==> src/rtl/int_ctrl.sv <==
// int_ctrl: single-level interrupt controller ahead of the CPU's PC register,
// PC-source mux and return-address stack.
//
// Captures rising edges on irq lines through a 2-flop synchroniser plus an
// edge flop, masks and prioritises them (lowest index wins), then sequences
// IDLE -> ENTER -> SERVICE -> EXIT. ENTER forces the PC to the line's vector
// and pushes the return address; RETI in SERVICE pops it and releases the
// controller. No nesting.
//
// Optional feature macro: INTC_ZSAVE_EN
//   defined   : zero flag saved in ENTER and restored (z_load/z_restore) in EXIT
//   undefined : no save flop, z_load and z_restore tied low
//
// Ports:
//   clk, reset        clock (rising edge), asynchronous active-high reset
//   irq               asynchronous request lines, rising edge is the event
//   ie_set, ie_clr    EI / DI decoded (ie_clr wins when both asserted)
//   mask_we, mask_wd  mask register write strobe / data (1 = line enabled)
//   reti              RETI decoded, one cycle
//   pc_next           sequential next PC, pushed as return address
//   z_in              current zero flag
//   take_int          selects vec_addr on the PC-source mux (ENTER)
//   vec_addr          vector of the accepted line
//   push, push_data   stack push strobe and return address (ENTER)
//   pop               stack pop strobe (EXIT)
//   z_restore, z_load saved zero flag and its load strobe (EXIT)
//   pending           pending flags
//   in_service        high while a handler runs
//   gie               global interrupt enable
module int_ctrl #(
  parameter int unsigned NUM_IRQ    = 4,
  parameter logic [9:0]  VEC_BASE   = 10'h3C0,
  parameter logic [9:0]  VEC_STRIDE = 10'h010
) (
  input  logic               clk,
  input  logic               reset,
  input  logic [NUM_IRQ-1:0] irq,
  input  logic               ie_set,
  input  logic               ie_clr,
  input  logic               mask_we,
  input  logic [NUM_IRQ-1:0] mask_wd,
  input  logic               reti,
  input  logic [9:0]         pc_next,
  input  logic               z_in,
  output logic               take_int,
  output logic [9:0]         vec_addr,
  output logic               push,
  output logic [9:0]         push_data,
  output logic               pop,
  output logic               z_restore,
  output logic               z_load,
  output logic [NUM_IRQ-1:0] pending,
  output logic               in_service,
  output logic               gie
);

  localparam int unsigned ID_W = (NUM_IRQ > 1) ? $clog2(NUM_IRQ) : 1;

  typedef enum logic [1:0] {IDLE, ENTER, SERVICE, EXIT} state_t;

  state_t             state;
  logic [NUM_IRQ-1:0] s1, s2, s3, arm;
  logic               primed;
  logic [NUM_IRQ-1:0] edge_det;
  logic [NUM_IRQ-1:0] mask_q, pend_q, eligible, clr_vec;
  logic [ID_W-1:0]    sel_id, cur_id;
  logic               found;
  logic               gie_q;

  // A line must be observed low after reset before a rising edge counts, so a
  // level held high through reset is not taken as a fresh event. primed marks
  // that s1 holds a real sample rather than its reset value.
  always_ff @(posedge clk or posedge reset) begin
    if (reset) begin
      s1     <= '0;
      s2     <= '0;
      s3     <= '0;
      arm    <= '0;
      primed <= 1'b0;
    end else begin
      s1     <= irq;
      s2     <= s1;
      s3     <= s2;
      primed <= 1'b1;
      arm    <= arm | ({NUM_IRQ{primed}} & ~s1);
    end
  end

  assign edge_det = s2 & ~s3 & arm;
  assign eligible = pend_q & mask_q;

  // Lowest set index of eligible wins.
  always_comb begin
    sel_id = '0;
    found  = 1'b0;
    for (int unsigned i = 0; i < NUM_IRQ; i++) begin
      if (eligible[i] && !found) begin
        sel_id = ID_W'(i);
        found  = 1'b1;
      end
    end
  end

  always_comb begin
    clr_vec = '0;
    for (int unsigned i = 0; i < NUM_IRQ; i++) begin
      clr_vec[i] = (state == ENTER) && (cur_id == ID_W'(i));
    end
  end

`ifdef INTC_ZSAVE_EN
  logic z_sv;

  always_ff @(posedge clk or posedge reset) begin
    if (reset) begin
      z_sv <= 1'b0;
    end else if (state == ENTER) begin
      z_sv <= z_in;
    end
  end

  assign z_load    = (state == EXIT);
  assign z_restore = (state == EXIT) & z_sv;
`else
  logic unused_z;
  assign unused_z  = z_in;
  assign z_load    = 1'b0;
  assign z_restore = 1'b0;
`endif

  // The accepted id is latched on the IDLE->ENTER transition so the vector is
  // stable throughout ENTER; pending[id] is then cleared as ENTER completes,
  // with a coincident new edge taking precedence.
  always_ff @(posedge clk or posedge reset) begin
    if (reset) begin
      state  <= IDLE;
      gie_q  <= 1'b0;
      mask_q <= '0;
      pend_q <= '0;
      cur_id <= '0;
    end else begin
      if (mask_we) mask_q <= mask_wd;
      pend_q <= (pend_q & ~clr_vec) | edge_det;
      case (state)
        IDLE: begin
          if (ie_clr)      gie_q <= 1'b0;
          else if (ie_set) gie_q <= 1'b1;
          if (gie_q && (|eligible)) begin
            cur_id <= sel_id;
            state  <= ENTER;
          end
        end
        ENTER: begin
          gie_q <= 1'b0;
          state <= SERVICE;
        end
        SERVICE: begin
          if (ie_clr)      gie_q <= 1'b0;
          else if (ie_set) gie_q <= 1'b1;
          if (reti) state <= EXIT;
        end
        EXIT: begin
          gie_q <= 1'b1;
          state <= IDLE;
        end
      endcase
    end
  end

  assign take_int   = (state == ENTER);
  assign push       = (state == ENTER);
  assign push_data  = (state == ENTER) ? pc_next : '0;
  assign pop        = (state == EXIT);
  assign in_service = (state == SERVICE);
  assign vec_addr   = VEC_BASE + 10'(cur_id) * VEC_STRIDE;
  assign pending    = pend_q;
  assign gie        = gie_q;

endmodule

==> config.mk <==
export PLATFORM = sky130hd
export DESIGN_NAME = int_ctrl
export DESIGN_NICKNAME = d
export VERILOG_FILES = /design/src/rtl/int_ctrl.sv
export SDC_FILE = /design/constraint.sdc
export NUM_CORES = 1
export LEC_CHECK = 0
export BUFFER_PORTS_ARGS = -buffer_cell sky130_fd_sc_hd__buf_4
export CAP_MARGIN = 40
export CORE_UTILIZATION = 40
export DETAILED_ROUTE_END_ITERATION = 7
export GPL_TIMING_DRIVEN = 0
export PLACE_DENSITY = 0.69
export SYNTH_ARGS = -nofsm -noshare
export SYNTH_HDL_FRONTEND = slang
export SYNTH_SLANG_ARGS = --single-unit
==> constraint.sdc <==
create_clock -name clk -period 2.45 [get_ports clk]
set_clock_uncertainty 0.2 [all_clocks]
set_input_delay 0.49 -clock clk [delete_from_list [all_inputs] [get_ports clk]]
set_output_delay 0.49 -clock clk [all_outputs]
set_load 0.01 [all_outputs]
# After elaboration in Yosys (flattened, before gate mapping)
# Index checks and enable logic that the tools add are counted.
# word_totals
regBits	30
latch_bits	0
ramBits	0
romBits	0
input_bits	25
out_inout_bits	31
word_cells	60
memories	0
# classes
add_sub_neg	1
n_mul	0
div_mod_pow	0
n_lt_le_gt_ge	0
eq_ne	9
shifts	0
muxes	13
bitwise	10
n_reduce_logical	17
# ops
cell	n
4-bit AND	5
4-bit NOT	3
10-bit 2-to-1 mux	1
7-bit by 7-bit adder with 8-bit output, first input constant	1
2-bit equality test, second input constant	4
1-bit logical AND	8
2-bit 2-to-1 mux	4
4-bit bitwise OR	2
2-bit case mux with 4 select lines	1
1-bit 2-to-1 mux	6
2-bit by 1-bit equality test with 1-bit output, second input constant	2
2-bit zero test	2
2-bit != test, second input constant	2
2-bit AND reduction	2
4-bit OR reduction	1
1-bit zero test	3
3-bit by 1-bit != test with 1-bit output, second input constant	1
1-bit case mux with 3 select lines	1
2-bit OR reduction	1

# Longest topological paths before layout
# Gate-level depths: netlist of run 1.
# depth
ltp_word	11
mapped_depth	5
depth_no_buf	5

# Least setup slack after synthesis of run 1
# OpenSTA, ideal clock, no wires.
# synth_path
path_kind	reg2out
startpoint	register state[1]
endpoint	output push_data[0]
arrival_ns	1.148
t_required_ns	1.760
setup_slack_ns	0.612
stages_incl_launch_ff	5
path_buffers	1
path_cell_list	dfrtp_1 > inv_1 > ha_1 > clkbuf_1 > and2_1
# synth_via
elab_chain_len	2
# synth_lines
item	line	rtl
start: declaration	61	state_t state;
start signal: assignment	136	state <= IDLE;
start signal: assignment	150	state <= ENTER;
start signal: assignment	155	state <= SERVICE;
2-bit by 1-bit equality test with 1-bit output	-	
via push	47	output logic push,
10-bit 2-to-1 mux	172	assign push_data = (state == ENTER) ? pc_next : '0;
end: declaration	48	output logic [9:0] push_data,
# The timed path passes the listed nets, and every way through them passes these cells.

# Worst setup path after layout of run 1
# layout_path
startpoint	register state[1]
endpoint	output push_data[0]
# layout_via
elab_chain_len	2
# layout_lines
item	line
2-bit by 1-bit equality test with 1-bit output	172
10-bit 2-to-1 mux	172
# Every way passes these cells.

==> out/metrics.csv, run 1 <==
metric,value,unit
GRT Total Usage,0.1628,
"critical path fanouts, max",10,
CP Capture Type,output pin,
Main synth FF type,dfrtp_1,
synth warn,0,
Yosys top cell area share,0.5888,
Max Slew Vio Count,0,
Layout area overhead,40.82,%
"Worst Path Class, Setup",reg2out,
mux cell area share after synthesis,0.04711,
share of flip-flops with an asynchronous set or reset,1.000,
pwr dens,900.0,nW/um^2
most numerous cell in the Yosys netlist,dfrtp_1,
Synth Area in Adders,0.03925,
WHS Path Cells,1,
routed length per instance,11.30,um
GP Congestion,0.7434,
Via density,4.526,
Startpoint Class,register,
synth unique cells,28,
RSZ-0062 raised after global routing,no,
setup violators final,0,
WHS,0.07139,ns
DRC,0,
drt first pass iters,3,
Starting Density,0.4211,
Root Buffer,clkbuf_4,
height of the die,58.46,um
chip width,58.46,um
reg2reg end,state[1]$_DFFE_PP0P_,
Leakage,0.9016,nW
#FFs+latches synth,30,
maximum root-to-sink buffer count,2,
maxcap violations,0,
CP Data Arrival Time,1.58,ns
"Reg clk slew, reported paths",0.08,ns
largest net degree at the start of global routing,22,
FF-to-FF setup slack,0.71,ns
Final Net Count,199,
synth cell count leaders,"dfrtp_1, buf_4, and2_1",
CTS buffer count,5,
Core ar.,3028,sq um
share of cells above drive strength 1,0.4211,
status,"finished, final reports clean",
initial antenna violation count,0,
first-pass GRT wire length,3.981,mm
Rows,20,
GRT overflow,0,
sequential area share after synthesis,0.5888,
Compound-Gate Fraction of Synth Area,0.1315,
Clock Latency Late Sink,0.32,ns
"wirelength, routed",2.430,mm
H-tree Lvls,2,
CTS tree,done,
largest family of logic cells by synthesized area,compound AO/OA/AOI/OAI gates,
maximum vdd drop,0.4283,mV
final setup TNS,0,ns
First DRT Iteration DRCs,21,
reg2reg path depth,5,
period utilization,0.9256,
post-route ant nets,0,
post-layout min period,2.268,ns
cell count after synthesis,108,
diode count,0,
"area leader, netlist",dfrtp_1,
HP Class,in2reg,
Post-Synthesis Cell Area,1275,sq um
FF-to-FF Start,state[0]$_DFFE_PP0P_,
Syn Area/Cell,11.81,sq um
die area,3417,sq um
vias in the first global route,940,
DR vias,973,
Sink Count,30,
Post-Synth XOR/XNOR Area,0,
hold path startpoint,irq[0],
ranking of synthesized cells by area,"dfrtp_1, buf_4, and2_1",
Simple-Gate Fraction of Synth Area,0.09323,
Crit path required time,1.76,ns
final hold violations,0,
Hold Path Sink,s1[0]$_DFF_PP0_,
achievable frequency,441.0,MHz
detailed placement HPWL,1.942,mm
Port Buffers,44,
"EDFF count, synth",0,
# IOs,56,
-- placed cells by master, fill, tap and decap left out, types with 2 or more instances in the layout --
cell      netlist  final
a31oi_1         2      2
clkbuf_4        0      5
inv_1           9      9
ha_1            4      3
a22o_1          2      2
conb_1          2     11
buf_4          11     55
nand2_1         5      5
dfrtp_1        30     30
o21ai_0         6      6
mux2_2          4      4
and2_1         10     10
a21o_1          5      5
nor2_1          2      2
a21oi_1         2      2
-- registers in the layout (all words and copies together), names as in the netlist --
name	flops
arm	4
cur_id	2
gie	1
mask_q	4
pending	4
primed	1
s1	4
s2	4
s3	4
state	2
-- how the worst max path moves through the flow --
stage | start | to | cells after the start
after CTS | state[1]$_DFFE_PP0P_ | push_data[0] | 5
after floorplan | state[1]$_DFFE_PP0P_ | push_data[0] | 4
after global routing | state[1]$_DFFE_PP0P_ | push_data[0] | 5
after detailed placement | state[1]$_DFFE_PP0P_ | push_data[0] | 5
after global placement | state[1]$_DFFE_PP0P_ | push_data[0] | 5
final | state[1]$_DFFE_PP0P_ | push_data[0] | 5
-- what timing repair did --
action | CTS | global route
endpoints found under the hold margin | 9 | 0
hold buffers | 1 | 0
setup buffers | 0 | 0
gates resized for setup | 0 | 3
endpoints found under the setup margin | 0 | 10
-- critical path: stages, from the launching register on --
cell	delay [ns]
dfrtp_1	0.44
inv_1	0.10
ha_2	0.24
clkbuf_2	0.19
and2_1	0.16
buf_4	0.12
-- per-stage QoR --
stage | cells | util | worst slack [ns] | power [mW] | instance area (sq um)
finish | 215 | 0.5930 | 0.1822 | 1.616 | 1795
global route | 215 | 0.5930 | 0.05661 | 1.734 | 1795
CTS | 215 | 0.5917 | 0.007053 | 1.638 | 1792
detailed placement | 206 | 0.5686 | 0.3790 | 1.337 | 1722
global placement | 205 | 0.5595 | 0.4407 | 1.303 | 1694
floorplan | 117 | - | 0.6117 | 1.041 | 1309
-- cell families (layout without fill, tap and decap cells) --
group / after synthesis / count (layout)
AOI/OAI and AO/OA: 24 / 24
adders and majority gates: 4 / 4
buffers and inverters: 21 / 75
DFF: 30 / 30
muxes: 5 / 5
other: 2 / 11
and+or+nand+nor: 22 / 22
-- routing by layer --
layer | GRT usage | vias to the layer above | wire (um)
met5 | 0 | - | 0
met4 | 0.07143 | 0 | 46
met3 | 0.06374 | 6 | 246
met2 | 0.3054 | 50 | 1213
met1 | 0.1560 | 451 | 924
li1 | - | 466 | -
-- power by group --
group | total (mW) | switching, mW | internal, mW
registers | 0.678 | 0.101 | 0.577
clock network | 0.291 | 0.153 | 0.139
logic | 0.647 | 0.290 | 0.357
total | 1.62 | 0.543 | 1.07
-- final cells by class --
cell class              instances  area [sq um]
well taps                      44         55.05
plain buffers                  12         87.58
clock inverters                 1         5.005
fillers                       263          1232
multi-input cells              66         440.4
repair buffers                 46         367.9
flip-flops and latches         30         750.7
inverters                       9         33.78
clock buffers                   7         55.05
No activity file was read; power rests on OpenSTA's default activity.
==> run 2, diff against run 1 <==
--- a/config.mk
+++ b/config.mk
@@ -5,6 +5,7 @@
 export SDC_FILE = /design/constraint.sdc
 export NUM_CORES = 1
 export LEC_CHECK = 0
+export ABC_AREA = 1
 export BUFFER_PORTS_ARGS = -buffer_cell sky130_fd_sc_hd__buf_4
 export CAP_MARGIN = 40
 export CORE_UTILIZATION = 40
==> run 2 against run 1 <==
Net effect: the run now ends with negative hold slack left; total power increased by 2.7%; sequential cell count unchanged; final cell count increased by 12%; routed wire length increased by 1.4%; clock power about the same; setup slack got worse by 0.022 ns; count of clock-buffer cells in the layout unchanged; synthesized cell count increased by 24%; worst hold slack got worse by 0.074 ns; non-clock buffer count decreased by 1; die area increased by 2.4%; critical path type unchanged; largest cell class unchanged.
==> out/metrics.csv, run 2 <==
metric,value,unit,change
detailed placement HPWL,2.005,mm,+3.2%
RSZ-0062 raised after global routing,no,,
"Reg clk slew, reported paths",0.09,ns,about the same
placed inst area,1753,sq um,+1.8%
synth warn,0,,unchanged
share of flip-flops with an asynchronous set or reset,1.000,,unchanged
achievable frequency,436.8,MHz,-0.95%
final hold violations,7,,+7
Core ar.,3078,sq um,+1.7%
reg2reg path depth,6,,+1
setup violators final,0,,unchanged
Root Buffer,clkbuf_4,,
ranking of synthesized cells by area,"dfrtp_1, nand2_1, buf_4",,
failing checks,negative hold slack,,
drt first pass iters,4,,+1
routed length per instance,10.26,um,-9.2%
CTS tree,done,,
"EDFF count, synth",0,,unchanged
DR vias,1036,,+6.5%
WHS,-0.002781,ns,-0.07417 ns
fin worst setup slack,0.1605,ns,-0.02169 ns
DRC,0,,unchanged
first-pass GRT wire length,3.995,mm,+0.35%
final setup TNS,0,ns,unchanged
final core utilization,0.5898,,-0.003138
maximum root-to-sink buffer count,2,,unchanged
Crit path required time,1.76,ns,about the same
Final Net Count,224,,+13%
Startpoint Class,register,,
Non-Filler Instances,240,,+12%
Layout area overhead,38.98,%,
H-tree Lvls,2,,unchanged
Post-Synthesis Cell Area,1306,sq um,+2.5%
"Worst Path Class, Setup",reg2out,,
reg2reg end,gie$_DFFE_PP0P_,,
post-layout min period,2.289,ns,+0.02169 ns
Least-Margin Pin Slew,0.5159,ns,
Post-CTS Hold Fix Bufs,0,,-1
Syn Area/Cell,9.748,sq um,-17%
post-route ant nets,0,,unchanged
"Setup Fix Bufs, Post-CTS",0,,unchanged
period utilization,0.9345,,+0.008852
Clock Latency Late Sink,0.32,ns,about the same
met3 Use GR,0.06769,,+0.003949
most numerous cell in the Yosys netlist,dfrtp_1,,
cell area after layout,1815,sq um,+1.1%
Rows,20,,unchanged
pwr dens,913.8,nW/um^2,+1.5%
slew margin rel.,0.6557,,
Leakage,1.008,nW,+12%
FF-to-FF Start,state[0]$_DFFE_PP0P_,,
CTS buffer count,5,,unchanged
GP Congestion,0.7017,,-5.6%
"commonest cells after routing, fill and taps aside","buf_4, dfrtp_1, nand2_1, inv_1",,
met1 usage,0.1567,,+0.0007185
maximum vdd drop,0.5051,mV,+18%
FF-to-FF setup slack,0.92,ns,+0.21 ns
vias in the first global route,973,,+3.5%
Max Slew Vio Count,0,,unchanged
synth cell count leaders,"dfrtp_1, nand2_1, inv_1",,
"area leader, netlist",dfrtp_1,,
largest net degree at the start of global routing,21,,-4.5%
"wirelength, routed",2.463,mm,+1.4%
Sink Count,30,,unchanged
cell count after synthesis,134,,+24%
CP Capture Type,output pin,,
Tot Pwr,1.659,mW,+2.7%
GRT overflow,0,,unchanged
GRT Total Usage,0.1589,,-0.003860
Port Buffers,44,,unchanged
Via density,4.317,,-4.6%
maxcap violations,0,,unchanged
"commonest non-fill, non-tap cell in the layout",buf_4,,
HP Class,in2async,,
First DRT Iteration DRCs,24,,+14%
# IOs,56,,unchanged
#FFs+latches synth,30,,unchanged
CP Data Arrival Time,1.60,ns,+0.02 ns
GR met2 Demand/Resource,0.2971,,-0.008341
share of cells above drive strength 1,0.4184,,-0.002685
Main synth FF type,dfrtp_1,,
status,"finished, violations left",,
Yosys top cell area share,0.5747,,-0.01410
die area,3498,sq um,+2.4%
initial antenna violation count,0,,unchanged
diode count,0,,unchanged
Setup WS pre-CTS,0.4692,ns,+0.09016 ns
Inst Count DP,232,,+13%
chip width,59.15,um,+1.2%
Most Crowded Layer GR,met2,,
"critical path fanouts, max",10,,unchanged
height of the die,59.15,um,+1.2%
Starting Density,0.4244,,+0.003316
sequential area share after synthesis,0.5747,,-0.01410
synth unique cells,20,,-29%
[run 2: cell types whose count changed after synthesis, sizes merged, moves of 2 or more]
cell | previous run | this run
a21o | 5 | 0
a22o | 2 | 0
a31oi | 2 | 0
and2 | 10 | 0
inv | 9 | 25
nand2 | 5 | 30
nand3 | 1 | 3
nor2 | 2 | 5
o21ai | 7 | 11
o31ai | 0 | 3
[run 2: per-layer routing]
metal / wire length [um] / up-vias
met5: 0 / -
met2: 1268 / 48
met1: 919 / 473
met3: 238 / 6
li1: - / 509
met4: 37 / 0
[run 2: worst max-delay path, stage by stage, from the launching register on]
cell      delay [ns]
dfrtp_1         0.44
inv_1           0.11
ha_1            0.26
clkbuf_4        0.23
nand2_1         0.09
inv_2           0.05
buf_4           0.10
[run 2: cell type report]
cell class                      count  area [sq um]
Timing Repair Buffer               45         357.8
Sequential cell                    30         750.7
Clock buffer                        7         55.05
Clock inverter                      1         5.005
Tap cell                           44         55.05
Fill cell                         295          1262
Buffer                             12         90.09
Multi-Input combinational cell     76         407.9
Inverter                           25         93.84
[run 2: what timing repair did]
item	4_1_cts	5_1_grt
gates resized for setup	0	1
endpoints found under the setup margin	0	2
endpoints found under the hold margin	0	0
[run 2: kinds of logic (layout without fill, tap and decap cells)]
logic type	after synthesis	count (layout)	share of synthesized area
adders and majority gates	4	4	0.03832
DFF	30	30	0.5747
muxes	4	4	0.03448
other	2	11	0.005749
AOI/OAI and AO/OA	18	18	0.07949
buffers and inverters	37	90	0.1389
and+or+nand+nor	39	39	0.1284
[run 2: where the power goes]
group | internal [mW] | switching, mW
Clock | 0.139 | 0.154
Combinational | 0.339 | 0.365
Sequential | 0.580 | 0.0820
Total | 1.06 | 0.601
[run 2: how the worst max path moves through the flow]
stage                              start      endpoint  slack (ns)  depth (start not counted)
global route        state[1]$_DFFE_PP0P_  push_data[3]        0.02                          6
global placement    state[1]$_DFFE_PP0P_  push_data[7]        0.55                          6
finish              state[1]$_DFFE_PP0P_  push_data[7]        0.16                          6
CTS                 state[1]$_DFFE_PP0P_  push_data[7]        0.11                          6
floorplan           state[1]$_DFFE_PP0P_  push_data[0]        0.69                          5
detailed placement  state[1]$_DFFE_PP0P_  push_data[7]        0.47                          6
==> run 3, diff against run 2 <==
--- a/config.mk
+++ b/config.mk
@@ -5,13 +5,14 @@
 export SDC_FILE = /design/constraint.sdc
 export NUM_CORES = 1
 export LEC_CHECK = 0
-export ABC_AREA = 1
+export ABC_AREA = 0
 export BUFFER_PORTS_ARGS = -buffer_cell sky130_fd_sc_hd__buf_4
 export CAP_MARGIN = 40
 export CORE_UTILIZATION = 40
 export DETAILED_ROUTE_END_ITERATION = 7
 export GPL_TIMING_DRIVEN = 0
 export PLACE_DENSITY = 0.69
+export SETUP_SLACK_MARGIN = 0.5
 export SYNTH_ARGS = -nofsm -noshare
 export SYNTH_HDL_FRONTEND = slang
 export SYNTH_SLANG_ARGS = --single-unit
==> run 3 against run 2 <==
Net effect: the flow now finishes without violations; register-to-register slack got worse by 0.33 ns; count of clock-buffer cells in the layout is the same; die area decreased by 2.3%; clock power about the same; critical endpoint is now push_data[5].
==> out/metrics.csv, run 3 (synthesis results as in run 1) <==
metric,value,unit,change
status,"finished, final reports clean",,
GP Congestion,0.7434,,+5.9%
Sink Count,30,,unchanged
diode count,0,,unchanged
H-tree Lvls,2,,unchanged
pwr dens,960.1,nW/um^2,+5.1%
final hold violations,0,,-7
drt first pass iters,3,,-1
placed inst area,1722,sq um,-1.8%
RSZ-0062 raised after global routing,yes,,
GRT Total Usage,0.1794,,+0.02047
First DRT Iteration DRCs,27,,+13%
period utilization,0.8180,,-0.1165
Max Slew Vio Count,0,,unchanged
fin worst setup slack,0.4460,ns,+0.2855 ns
"commonest cells after routing, fill and taps aside","buf_4, dfrtp_1, buf_6, conb_1, and2_4",,
Rows,20,,unchanged
chip width,58.46,um,-1.2%
Starting Density,0.4211,,-0.003316
CP cell instances,ha_4 -> buf_8 -> and2_4 -> buf_6,,
maxcap violations,0,,unchanged
DR WL met3,242,um,+1.7%
Crit path required time,1.76,ns,about the same
post-route ant nets,0,,unchanged
height of the die,58.46,um,-1.2%
WHS Path Cells,1,,
WHS,0.06889,ns,+0.07167 ns
cell area after layout,1984,sq um,+9.3%
setup violators final,0,,unchanged
vias in the first global route,1035,,+6.4%
initial antenna violation count,0,,unchanged
DR vias,1019,,-1.6%
GRT overflow,0,,unchanged
Worst path depth,4,,-2
Port Buffers,44,,unchanged
"Largest stage delay, worst path",0.44,ns,about the same
Layout area overhead,55.64,%,
reg2reg path depth,7,,+1
Root Buffer,clkbuf_4,,
CTS buffer count,5,,unchanged
first-pass GRT wire length,4.416,mm,+11%
DRC,0,,unchanged
detailed placement HPWL,1.942,mm,-3.1%
"critical path fanouts, max",5,,-5
CP Data Arrival Time,1.31,ns,-0.29 ns
final core utilization,0.6554,,+0.06554
Leakage,0.9787,nW,-2.9%
"Max stage delay cell, worst path",dfrtp_2,,
achievable frequency,499.0,MHz,+14%
family with the most delay on the worst path,flip-flops,,
"Reg clk slew, reported paths",0.08,ns,about the same
share of cells above drive strength 1,0.5278,,+0.1094
Startpoint Class,register,,
# IOs,56,,unchanged
Via density,4.549,,+5.4%
"wirelength, routed",2.809,mm,+14%
maximum vdd drop,0.4381,mV,-13%
CTS tree,done,,
routed length per instance,12.54,um,+22%
post-layout min period,2.004,ns,-0.2855 ns
Final Net Count,208,,-7.1%
Setup WS pre-CTS,0.3790,ns,-0.09016 ns
CP Capture Type,output pin,,
HP Class,in2reg,,
Core ar.,3028,sq um,-1.6%
final setup TNS,0,ns,unchanged
"Worst Path Class, Setup",reg2out,,
DR WL met2,1.500,mm,+18%
Clock Latency Late Sink,0.32,ns,about the same
"commonest non-fill, non-tap cell in the layout",buf_4,,
die area,3417,sq um,-2.3%
maximum root-to-sink buffer count,2,,unchanged
wl on met1,1.020,mm,+11%
largest net degree at the start of global routing,22,,+4.8%
worst path bufs/invs,2,,-2
Highest Signal Layer,met4,,
==> run 3: cell count changes in the layout (fill, tap and decap cells not counted), sizes merged, moves of 2 or more <==
cell   previous run  this run
and2              0        10
o31ai             3         0
buf              56        66
nor2              5         2
a21o              0         5
o21ai            11         7
inv              25         9
a22o              0         2
a31oi             0         2
nand3             3         1
nand2            30         5
==> run 3: layout make-up <==
type / count / area [sq um]
inverter: 9 / 36.28
sequential: 30 / 752.0
timing repair buffer: 55 / 491.7
clock buffer: 7 / 55.05
clock inverter: 1 / 5.005
fill: 239 / 1044
multi-input combinational: 66 / 488.0
tap: 44 / 55.05
buffer: 12 / 101.3
==> run 3: what timing repair did <==
item	4_1_cts	5_1_grt
hold buffers	1	0
endpoints found under the hold margin	9	0
cloned	1	0
pin swaps	2	2
setup endpoints to repair	13	13
setup buffers	5	3
resized for setup	31	7
==> run 3: power breakdown <==
group | internal [mW] | switching (mW) | total [mW]
clock network | 0.139 | 0.154 | 0.293
logic | 0.558 | 0.385 | 0.943
registers | 0.579 | 0.0910 | 0.670
total | 1.28 | 0.630 | 1.91
==> run 3: metrics by stage <==
stage | instances | power [mW]
2_1_floorplan | 117 | 1.041
3_3_place_gp | 205 | 1.303
3_5_place_dp | 206 | 1.337
4_1_cts | 221 | 1.848
5_1_grt | 224 | 2.029
6_report | 224 | 1.905
==> run 3: final timing paths <==
kind / start / endpoint / slack, ns
worst max-delay path: state[0]$_DFFE_PP0P_ / push_data[5] / 0.45
worst min-delay path: irq[0] / s1[0]$_DFF_PP0_ / 0.07
worst max register to register: state[1]$_DFFE_PP0P_ / state[1]$_DFFE_PP0P_ / 0.59
worst min register to register: s2[3]$_DFF_PP0_ / s3[3]$_DFF_PP0_ / 0.18
max in group asynchronous: reset / mask_q[1]$_DFFE_PP0P_ / 1.07
min in group asynchronous: reset / primed$_DFF_PP0_ / 0.53
==> run 3: layer usage <==
| metal | up-vias | global-route usage |
|---|---|---|
| met5 | - | 0 |
| met4 | 0 | 0.07823 |
| met3 | 6 | 0.06374 |
| met2 | 50 | 0.3432 |
| met1 | 478 | 0.1706 |
| li1 | 485 | - |
